$ cat config.mk
export PLATFORM = sky130hd
export DESIGN_NAME = ht_ltf_playout_buffer
export DESIGN_NICKNAME = d
export VERILOG_FILES = /design/src/rtl/ht_ltf_pkg.sv /design/src/rtl/iq_neg_sat.sv /design/src/rtl/ht_ltf_playout_buffer.sv
export SDC_FILE = /design/constraint.sdc
export NUM_CORES = 2
export LEC_CHECK = 0
export CAP_MARGIN = 20
export CORE_ASPECT_RATIO = 0.9
export CORE_MARGIN = 1
export CORE_UTILIZATION = 35
export CTS_CLUSTER_DIAMETER = 150
export DETAILED_ROUTE_END_ITERATION = 6
export PLACE_DENSITY = 0.46
export REMOVE_ABC_BUFFERS = 1
export SLEW_MARGIN = 0
export SYNTH_ARGS = -nofsm -noshare
export SYNTH_HDL_FRONTEND = slang
export SYNTH_SLANG_ARGS = --single-unit
$ cat constraint.sdc
create_clock -name clk -period 7.2 [get_ports clk]
set_input_delay 0.72 -clock clk [delete_from_list [all_inputs] [get_ports clk]]
set_output_delay 0.72 -clock clk [all_outputs]
set_load 0.01 [all_outputs]
$ cat src/rtl/ht_ltf_pkg.sv
// Shared types and helpers for the HT-LTF playout buffer: FSM states, IQ sample
// layout, symbol-count mapping and saturating half-negate.
package ht_ltf_pkg;

  localparam int NSAMP    = 80;
  localparam int MAX_NLTF = 4;

  typedef enum logic [1:0] {
    IDLE    = 2'd0,
    CAPTURE = 2'd1,
    READY   = 2'd2,
    PLAY    = 2'd3
  } state_t;

  typedef struct packed {
    logic signed [15:0] i;
    logic signed [15:0] q;
  } iq_t;

  // Index of the last symbol for a requested n_ltf (1, 2 or 4 symbols).
  function automatic logic [1:0] nltf_last_sym(input logic [2:0] n);
    logic [1:0] r;
    case (n)
      3'd0, 3'd1: r = 2'd0;
      3'd2:       r = 2'd1;
      default:    r = 2'd3;
    endcase
    return r;
  endfunction

  // -x for a 16-bit two's complement half, with -32768 clamped to +32767.
  function automatic logic [15:0] neg_sat16(input logic [15:0] x);
    logic [15:0] r;
    if (x == 16'h8000) begin
      r = 16'h7fff;
    end else begin
      r = 16'h0000 - x;
    end
    return r;
  endfunction

endpackage

$ cat src/rtl/iq_neg_sat.sv
// Combinational saturating negate of one IQ sample, applied to both halves when
// neg is set and passing the sample through otherwise.
module iq_neg_sat
  import ht_ltf_pkg::*;
(
  input  logic [31:0] din,
  input  logic        neg,
  output logic [31:0] dout
);

  iq_t s_in_s;
  iq_t s_out_s;

  // Per-half negate, passthrough when polarity is positive.
  always_comb begin
    s_in_s = din;
    if (neg) begin
      s_out_s.i = neg_sat16(s_in_s.i);
      s_out_s.q = neg_sat16(s_in_s.q);
    end else begin
      s_out_s = s_in_s;
    end
  end

  assign dout = s_out_s;

endmodule

$ cat src/rtl/ht_ltf_playout_buffer.sv
// Captures one 80-sample HT-LTF burst and replays it 1/2/4 times on an AXI-stream
// master with per-symbol polarity; the burst stays valid for later replays.
module ht_ltf_playout_buffer #(
  parameter int WIDTH    = 32,
  parameter int NSAMP    = 80,
  parameter int MAX_NLTF = 4
) (
  input  logic                clk,
  input  logic                rstn,
  input  logic                ltf_start,
  input  logic [WIDTH-1:0]    ltf_sample,
  input  logic                play,
  input  logic [2:0]          n_ltf,
  input  logic [MAX_NLTF-1:0] p_row,
  output logic [WIDTH-1:0]    o_tdata,
  output logic                o_tvalid,
  input  logic                o_tready,
  output logic                o_tlast,
  output logic                capture_done,
  output logic                busy,
  output logic                err_drop
);
  import ht_ltf_pkg::*;

  localparam logic [6:0] LAST_ADDR = 7'(NSAMP - 1);

  state_t              state_r, state_nxt_s;
  logic [WIDTH-1:0]    mem_r [0:NSAMP-1];
  logic [WIDTH-1:0]    rd_q_r, neg_out_s;
  logic [6:0]          wr_addr_r, wr_addr_s, rd_addr_r, rd_addr_nxt_s;
  logic [1:0]          sym_r, sym_nxt_s, last_sym_r;
  logic [MAX_NLTF-1:0] prow_r, eff_prow_s;
  logic                pending_r;
  logic                wr_en_s, start_s, adv_s, fin_s, drop_s, latch_s, pend_set_s;
  logic                pol_s, xfer_s, rd_last_s;

  assign xfer_s     = o_tvalid & o_tready;
  // rd_q_r holds the beat that will be presented next; these describe that beat.
  assign rd_last_s  = (rd_addr_r == LAST_ADDR) && (sym_r == last_sym_r);
  assign adv_s      = start_s | ((state_r == PLAY) & xfer_s & ~o_tlast);
  assign eff_prow_s = (start_s && play) ? p_row : prow_r;
  assign pol_s      = eff_prow_s[sym_r];

  // Next-state, write control and drop detection.
  always_comb begin
    state_nxt_s = state_r;
    wr_en_s     = 1'b0;
    wr_addr_s   = wr_addr_r;
    start_s     = 1'b0;
    fin_s       = 1'b0;
    drop_s      = 1'b0;
    latch_s     = 1'b0;
    pend_set_s  = 1'b0;
    case (state_r)
      IDLE: begin
        drop_s = play;
        if (ltf_start) begin
          state_nxt_s = CAPTURE;
          wr_en_s     = 1'b1;
          wr_addr_s   = 7'd0;
        end else begin
          state_nxt_s = IDLE;
        end
      end
      CAPTURE: begin
        wr_en_s    = 1'b1;
        drop_s     = ltf_start;
        latch_s    = play;
        pend_set_s = play;
        if (wr_addr_r == LAST_ADDR) begin
          state_nxt_s = READY;
        end else begin
          state_nxt_s = CAPTURE;
        end
      end
      READY: begin
        if (play || pending_r) begin
          state_nxt_s = PLAY;
          start_s     = 1'b1;
          latch_s     = play;
          drop_s      = ltf_start;
        end else if (ltf_start) begin
          state_nxt_s = CAPTURE;
          wr_en_s     = 1'b1;
          wr_addr_s   = 7'd0;
        end else begin
          state_nxt_s = READY;
        end
      end
      PLAY: begin
        drop_s = ltf_start | play;
        if (xfer_s && o_tlast) begin
          fin_s       = 1'b1;
          state_nxt_s = READY;
        end else begin
          state_nxt_s = PLAY;
        end
      end
      default: state_nxt_s = IDLE;
    endcase
  end

  // Read-ahead address: parked at sample 0 outside PLAY so the first beat is ready.
  always_comb begin
    if (adv_s) begin
      if (rd_addr_r == LAST_ADDR) begin
        rd_addr_nxt_s = 7'd0;
        sym_nxt_s     = sym_r + 2'd1;
      end else begin
        rd_addr_nxt_s = rd_addr_r + 7'd1;
        sym_nxt_s     = sym_r;
      end
    end else if ((state_r == PLAY) && !fin_s) begin
      rd_addr_nxt_s = rd_addr_r;
      sym_nxt_s     = sym_r;
    end else begin
      rd_addr_nxt_s = 7'd0;
      sym_nxt_s     = 2'd0;
    end
  end

  iq_neg_sat u_neg (
    .din  (rd_q_r),
    .neg  (pol_s),
    .dout (neg_out_s)
  );

  // Burst storage write port; contents survive reset on purpose.
  always_ff @(posedge clk) begin
    if (wr_en_s) begin
      mem_r[wr_addr_s] <= ltf_sample;
    end
  end

  // Control state, read-ahead register and registered outputs.
  always_ff @(posedge clk or negedge rstn) begin
    if (!rstn) begin
      state_r      <= IDLE;
      wr_addr_r    <= 7'd0;
      rd_addr_r    <= 7'd0;
      sym_r        <= 2'd0;
      last_sym_r   <= 2'd0;
      prow_r       <= '0;
      pending_r    <= 1'b0;
      rd_q_r       <= '0;
      o_tdata      <= '0;
      o_tvalid     <= 1'b0;
      o_tlast      <= 1'b0;
      capture_done <= 1'b0;
      busy         <= 1'b0;
      err_drop     <= 1'b0;
    end else begin
      state_r   <= state_nxt_s;
      rd_addr_r <= rd_addr_nxt_s;
      sym_r     <= sym_nxt_s;
      rd_q_r    <= mem_r[rd_addr_nxt_s];
      if (wr_en_s) begin
        wr_addr_r <= wr_addr_s + 7'd1;
      end
      if (pend_set_s) begin
        pending_r <= 1'b1;
      end else if (start_s) begin
        pending_r <= 1'b0;
      end
      if (latch_s) begin
        prow_r     <= p_row;
        last_sym_r <= nltf_last_sym(n_ltf);
      end
      if (adv_s) begin
        o_tdata  <= neg_out_s;
        o_tvalid <= 1'b1;
        o_tlast  <= rd_last_s;
      end else if (fin_s) begin
        o_tvalid <= 1'b0;
        o_tlast  <= 1'b0;
      end
      capture_done <= (state_nxt_s == READY) || (state_nxt_s == PLAY);
      busy         <= (state_nxt_s == CAPTURE) || (state_nxt_s == PLAY);
      err_drop     <= drop_s;
    end
  end

endmodule

**After elaboration in Yosys (flattened, before gate mapping)**

Memory sizes are Yosys's and may differ from the RTL's. A register that Yosys moved wholly into a read port is not among the register bits.
Cells that the tools add are included.
Widths: inputs -> output; s select.

- Mux-type cells: 41
- Add/sub/neg operators: 5
- Bitwise gates (word level): 6
- Magnitude comparators: 1
- Reduce and logical (&&, ||, !) cells: 15
- Eq/ne operators: 15

Operator list:

| operator | number |
|---|---|
| $mux 7 | 5 |
| $eq 16x16->1 const B | 2 |
| $mux 16 | 2 |
| $mux 32 | 1 |
| $sub 1x16->16 const A | 2 |
| $mux 1 | 19 |
| $add 7x1->7 const B | 2 |
| $eq 7x7->1 const B | 2 |
| $pmux 7 s2 | 1 |
| $mux 2 | 6 |
| $eq 2x2->1 const B | 4 |
| $pmux 2 s4 | 1 |
| $eq 2x1->1 const B | 2 |
| $logic_and 1x1->1 | 4 |
| $mux 4 | 1 |
| $pmux 1 s4 | 1 |
| $pmux 2 s2 | 1 |
| $reduce_bool 2->1 | 2 |
| $and 1x1->1 | 3 |
| $eq 3x1->1 const B | 1 |
| $eq 3x2->1 const B | 1 |
| $logic_not 3->1 | 1 |
| $logic_or 1x1->1 | 3 |
| $lt 2x3->1 const B | 1 |
| other kinds (13) | 15 |

- Logic and storage cells: 97
- Output and inout port bits: 37
- Input bits: 44
- RAM bits: 2560
- Memories kept: 1
- Bits in registers: 62

Memory list:

| memory | depth | bits a word | rd ports | clocked after memory_dff | wr ports | RTL line | text |
|---|---|---|---|---|---|---|---|
| mem_r | 80 | 32 | 1 | 1 | 1 | ht_ltf_playout_buffer.sv:28 | `logic [WIDTH-1:0] mem_r [0:NSAMP-1];` |

**Depth between registers and ports, before layout**

- Depth after elaboration: 8
- Depth in mapped cells: 18
- Gate-level depth less buffers: 13

**By module**

A second synthesis with hierarchy kept.

- Cells, all modules: 6349
- Area, all modules: 104194.9 um^2

By module, submodules not included:

| module | area an instance (um^2) | seq. area each (um^2) | instances | cells each |
|---|---|---|---|---|
| ht_ltf_playout_buffer | 103294.1 | 79201.0 | 1 | 6205 |
| iq_neg_sat | 900.9 | 0.0 | 1 | 144 |

**Worst setup path before layout**

OpenSTA, ideal clock, no wires.

- Path type: input to register
- Start point: input port play
- End point: memory mem_r[34][0], enable pin
- Required time: 6.698 ns
- Buffers on the path: 0
- Setup slack: 1.667 ns
- Library setup time: 0.502 ns
- Cell stages on the path: 6
- Arrival: 5.031 ns
- Path through: nor2_1 -> and2_1 -> o21ai_0 -> a21oi_1 -> nand3_1 -> nor4_1

- Longest elaborated chain between the ends: 5
- Elaborated cells between the ends (all ways): 7
- Those cells by class: 6 x mux; 1 x reduce/logical

RTL lines:

| item | RTL line | text |
|---|---|---|
| from (decl) | ht_ltf_playout_buffer.sv:12 | `input logic play,` |
| $logic_or 1x1->1 (*) | ht_ltf_playout_buffer.sv:77 | `if (play \|\| pending_r) begin` |
| $mux 1 | ht_ltf_playout_buffer.sv:77 |  |
| $pmux 1 s3 | ht_ltf_playout_buffer.sv:54 | `case (state_r)` |
| $mux 1 | ht_ltf_playout_buffer.sv:130 | `if (wr_en_s) begin` |
| $mux 1 (not written as such) | ht_ltf_playout_buffer.sv:131 | `mem_r[wr_addr_s] <= ltf_sample;` |
| to (decl) | ht_ltf_playout_buffer.sv:28 |  |

Mark *: on every way between the ends. The rest lies on a longest branch, timed or not.

**Worst setup path after layout**

- Start point: register state_r[0]
- End point: register rd_q_r[28], read port of mem_r

- Longest elaborated chain between the ends: 6
- Elaborated cells between the ends (all ways): 11
- Those cells by class: 2 x eq/ne; 4 x mux; 3 x bitwise; 2 x reduce/logical

RTL lines:

| item | RTL line | text |
|---|---|---|
| from (decl) | ht_ltf_playout_buffer.sv:27 | `state_t state_r, state_nxt_s;` |
| from (signal assigned) | ht_ltf_playout_buffer.sv:153 | `state_r <= state_nxt_s;` |
| $eq 2x2->1 | ht_ltf_playout_buffer.sv:40, ht_ltf_playout_buffer.sv:54, ht_ltf_playout_buffer.sv:113 |  |
| $mux 1 | ht_ltf_playout_buffer.sv:54 |  |
| $logic_not 1->1 | ht_ltf_playout_buffer.sv:113 | `end else if ((state_r == PLAY) && !fin_s) begin` |
| $logic_and 1x1->1 | ht_ltf_playout_buffer.sv:113 |  |
| $mux 7 | ht_ltf_playout_buffer.sv:113 |  |
| $mux 7 (*) | ht_ltf_playout_buffer.sv:105 | `if (adv_s) begin` |
| to (decl) | ht_ltf_playout_buffer.sv:29 | `logic [WIDTH-1:0] rd_q_r, neg_out_s;` |

Marks and branches as above.
A chain may end at the register's enable or synchronous reset.

==> metrics.txt <==
# TYPE chip_impl_metric gauge
chip_impl_info{name="outcome",value="completed"} 1
chip_impl_metric{name="cell_rows",unit=""} 189
chip_impl_metric{name="clock.fmax",unit="GHz"} 0.1587
chip_impl_info{name="worstSetupPathType",value="reg2reg"} 1
chip_impl_metric{name="p_total",unit="mW"} 44.27
chip_impl_metric{name="timing.max_cap.violations",unit=""} 0
chip_impl_metric{name="crit_cells",unit=""} 13
chip_impl_metric{name="postSynthAreaPerCell",unit="um2"} 16.72
chip_impl_metric{name="final_cell_area",unit="um2"} 119800
chip_impl_metric{name="hold_viol",unit=""} 0
chip_impl_metric{name="maxSlewHeadroom",unit="%"} 15.00
chip_impl_metric{name="die_h",unit="um"} 518.8
chip_impl_metric{name="count_of_cell_types_in_the_netlist",unit=""} 77
chip_impl_metric{name="cts_made_buffers",unit=""} 294
chip_impl_info{name="timing.critical_path.cells",value="inv_1 > ha_1 > o21ai_1 > a221oi_1 > o22ai_2 > inv_1 > nand3_1 > buf_8 > nor2_1 > nand3_1 > a31oi_1 > a21oi_1 > a31oi_1"} 1
chip_impl_metric{name="grt_start_max_net_pins",unit=""} 156
chip_impl_metric{name="die_outline_area",unit="um2"} 299000
chip_impl_metric{name="globalplace.congestion",unit=""} 0.8982
chip_impl_metric{name="number_of_enable_flip_flop_cells_after_synthesis",unit=""} 2560
chip_impl_metric{name="portbufs",unit=""} 80
chip_impl_metric{name="worstPathBufferInverterCount",unit=""} 3
chip_impl_metric{name="placed_cells",unit=""} 10090
chip_impl_metric{name="min_period_over_period",unit="%"} 87.52
chip_impl_metric{name="fin_tns_setup",unit="ns"} 0
chip_impl_info{name="launching_point_of_the_worst_reg2reg_path",value="state_r[0]"} 1
chip_impl_metric{name="detail_route.vias_per_cell",unit=""} 5.671
chip_impl_metric{name="place_hpwl",unit="mm"} 217.4
chip_impl_metric{name="p_leak",unit="nW"} 38.80
chip_impl_metric{name="drt-pass1-iter-count",unit=""} 7
chip_impl_metric{name="mappedNetlistArea",unit="um2"} 103900
chip_impl_metric{name="rr_worst_depth",unit=""} 13
chip_impl_info{name="grt_setup_unrepaired",value="no"} 1
chip_impl_metric{name="stdcell_count",unit=""} 10620
chip_impl_metric{name="drt-wirelength-per-cell",unit="um"} 34.09
chip_impl_info{name="worstSetupStartpointType",value="flip-flop"} 1
chip_impl_metric{name="powerDensity",unit="nW/um2"} 369.7
chip_impl_metric{name="reg2reg_setup_slack",unit="ns"} 0.90
chip_impl_metric{name="final_antenna_net_count",unit=""} 0
chip_impl_metric{name="vias_in_the_first_global_route",unit=""} 58210
chip_impl_info{name="timing.rr.end",value="rd_q_r[28]"} 1
chip_impl_metric{name="cts_hold_buf",unit=""} 1
chip_impl_metric{name="ioPinCount",unit=""} 81
chip_impl_metric{name="grt.total_usage",unit="%"} 23.91
chip_impl_metric{name="cts.path.max_buffers",unit=""} 4
chip_impl_metric{name="initial_antenna_violation_count",unit=""} 28
chip_impl_metric{name="wire_length_of_the_first_global_routing_pass",unit="mm"} 497.2
chip_impl_metric{name="cts.repair_timing.setup_buffer_count",unit=""} 0
chip_impl_metric{name="synthCells",unit=""} 6213
chip_impl_metric{name="coreArea",unit="um2"} 294900
chip_impl_metric{name="synth_warnings",unit=""} 0
chip_impl_metric{name="synth-seq-cells",unit=""} 2653
chip_impl_metric{name="via_count",unit=""} 60220
chip_impl_metric{name="worst_setup_hold_path_clk_slew",unit="ns"} 0.06
chip_impl_metric{name="timing.critical_path.arrival",unit="ns"} 7.10
chip_impl_info{name="worst_hold_path.endpoint",value="mem_r[45][22]"} 1
chip_impl_metric{name="floorplan.die.width",unit="um"} 576.2
chip_impl_info{name="critical-path-top-delay-family",value="compound AO/OA/AOI/OAI gates"} 1
chip_impl_metric{name="post_dp_area",unit="um2"} 110600
chip_impl_info{name="ys_dominant_reg_cell",value="edfxtp_1"} 1
chip_impl_metric{name="globalRouteOverflowTotal",unit=""} 0
chip_impl_metric{name="clkLatencyLatePin",unit="ns"} 0.89
chip_impl_info{name="min-delay-start",value="ltf_sample[22]"} 1
chip_impl_metric{name="worst_ir_drop_vdd",unit="mV"} 0.3461
chip_impl_metric{name="layout.nets",unit=""} 6535
chip_impl_metric{name="timing.hold.worst_path_depth",unit=""} 1
chip_impl_metric{name="synthArstFlopShare",unit="%"} 3.505
chip_impl_metric{name="first_iter_violations",unit=""} 7880
chip_impl_metric{name="cts.htree.levels",unit=""} 5
chip_impl_metric{name="count_of_final_max_slew_check_failures",unit=""} 0
chip_impl_metric{name="drt-total-wl",unit="mm"} 362.0
chip_impl_metric{name="worst_clock_skew",unit="ns"} 0.06203
chip_impl_metric{name="setup_viol_count_final",unit=""} 0
chip_impl_metric{name="cp.required",unit="ns"} 8.00
chip_impl_info{name="ctsRootBufferMaster",value="clkbuf_16"} 1
chip_impl_info{name="crit_path_end_kind",value="flip-flop"} 1
chip_impl_metric{name="final.min_clock_period",unit="ns"} 6.302
chip_impl_metric{name="area_delta_synth_final",unit="%"} 15.29
chip_impl_metric{name="worst-path-max-fanout",unit=""} 14
chip_impl_metric{name="worstMarginPinSlew",unit="ns"} 1.269
chip_impl_metric{name="synth_sequential_area_ratio",unit="%"} 76.25
chip_impl_metric{name="cts_sinks",unit=""} 2653
chip_impl_metric{name="drc_errors",unit=""} 0
chip_impl_metric{name="cts_resized",unit=""} 0
chip_impl_metric{name="start_util",unit="%"} 35.22
chip_impl_info{name="timing.hold.worst.class",value="in2reg"} 1
chip_impl_metric{name="drive_gt1_share",unit="%"} 17.54
chip_impl_info{name="slowest_stage",value="a31oi_1"} 1
chip_impl_metric{name="critPathMaxStageDelay",unit="ns"} 1.04
chip_impl_info{name="tritoncts",value="yes"} 1
==> area by class of cell <==
class | instances | area [um2]
Timing Repair Buffer | 336 | 3072
Multi-Input combinational cell | 3176 | 23420
Inverter | 21 | 115.1
Antenna cell | 8 | 20.02
Clock buffer | 397 | 8088
Fill cell | 26620 | 175100
Clock inverter | 112 | 944.7
Sequential cell | 2653 | 79200
Tap cell | 3915 | 4898
==> cells by family after synthesis <==
family          after synthesis  share of synthesized area, %
mux                         495                         9.214
xor+xnor                     28                        0.2361
flops                      2653                         76.25
simple gates               2042                         8.419
fa+ha+maj                     9                        0.1084
compound gates              602                         3.899
buf+inv                     384                         1.873
==> flip-flops by register name (all words and copies together), names as in the netlist, 2 cells and up <==
name and cells:
mem_r 2560, o_tdata 32, rd_q_r 32, rd_addr_r 7, wr_addr_r 7, prow_r 4
last_sym_r 2, sym_r 2
==> metrics by stage <==
stage          hold slack [ns]  setup WS (ns)  util (%)
2_1_floorplan           0.4244         -21.04         -
3_3_place_gp            0.4859        -0.6275     37.42
3_5_place_dp            0.5018         0.3730     37.50
4_1_cts               0.004254         0.9584     40.57
5_1_grt                0.03601         0.8202     40.61
6_report               0.06062         0.8984     40.61
==> Yosys cell counts (8+ instances only) <==
cell type,instances,area share (%)
a2111oi_0,9,0.076
a211oi_1,43,0.31
a21oi_1,169,0.81
a221oi_1,8,0.067
a311oi_1,19,0.16
a31o_2,9,0.076
a31oi_1,76,0.46
a32oi_1,38,0.32
a41oi_1,11,0.093
and2_1,15,0.090
and3_1,52,0.31
buf_1,45,0.16
buf_2,173,0.83
buf_4,32,0.23
buf_6,22,0.24
clkbuf_1,91,0.33
dfrtp_1,93,2.2
edfxtp_1,2560,74
ha_1,9,0.11
inv_1,18,0.065
mux2_2,9,0.098
mux2i_1,118,1.1
mux4_2,368,8.0
nand2_1,1184,4.3
nand2b_1,8,0.048
nand3_1,475,2.3
nand4_1,31,0.19
nor2_1,167,0.60
nor2b_1,8,0.048
nor3_1,67,0.32
nor4_1,9,0.054
o211ai_1,14,0.10
o21ai_0,64,0.31
o221ai_1,30,0.25
o22ai_1,38,0.23
o31ai_1,11,0.080
or3_1,8,0.048
xnor2_1,12,0.10
xor2_1,16,0.13
==> metal layers <==
metal  track usage [%]  up-vias  wire length (um)
met3             4.205      542             28240
li1                  -    24820                 -
met4             7.888        6             13330
met5                 0        -                40
met2             36.48     2675            163800
met1             34.57    32170            156600
==> worst max-delay path by stage <==
stage,start,endpoint,slack [ns]
final,state_r[0],rd_q_r[28],0.90
after global routing,state_r[0],rd_q_r[28],0.82
after CTS,state_r[0],rd_q_r[28],0.96
after detailed placement,play,rd_q_r[28],0.37
after global placement,play,rd_q_r[28],-0.63
after floorplan,play,rd_q_r[10],-21.04
==> power by group <==
| part | internal (mW) | leakage (nW) | switching (mW) |
|---|---|---|---|
| logic | 4.24 | 10.3 | 8.04 |
| registers | 17.1 | 24.1 | 0.355 |
| clock network | 8.37 | 4.42 | 6.14 |
==> cell usage in the layout, fill, tap and decap left out, drive strengths merged, types with 31 or more instances in the layout <==
| cell | count |
|---|---|
| a211oi | 44 |
| a21oi | 169 |
| a31oi | 76 |
| a32oi | 38 |
| and3 | 52 |
| buf | 288 |
| clkbuf | 397 |
| clkdlybuf4s50 | 47 |
| clkinv | 85 |
| dfrtp | 93 |
| edfxtp | 2560 |
| inv | 33 |
| mux2i | 118 |
| mux4 | 368 |
| nand2 | 1184 |
| nand3 | 475 |
| nand4 | 31 |
| nor2 | 172 |
| nor3 | 69 |
| o21ai | 70 |
| o22ai | 39 |
Note: power is estimated with default switching activity, not from simulation.
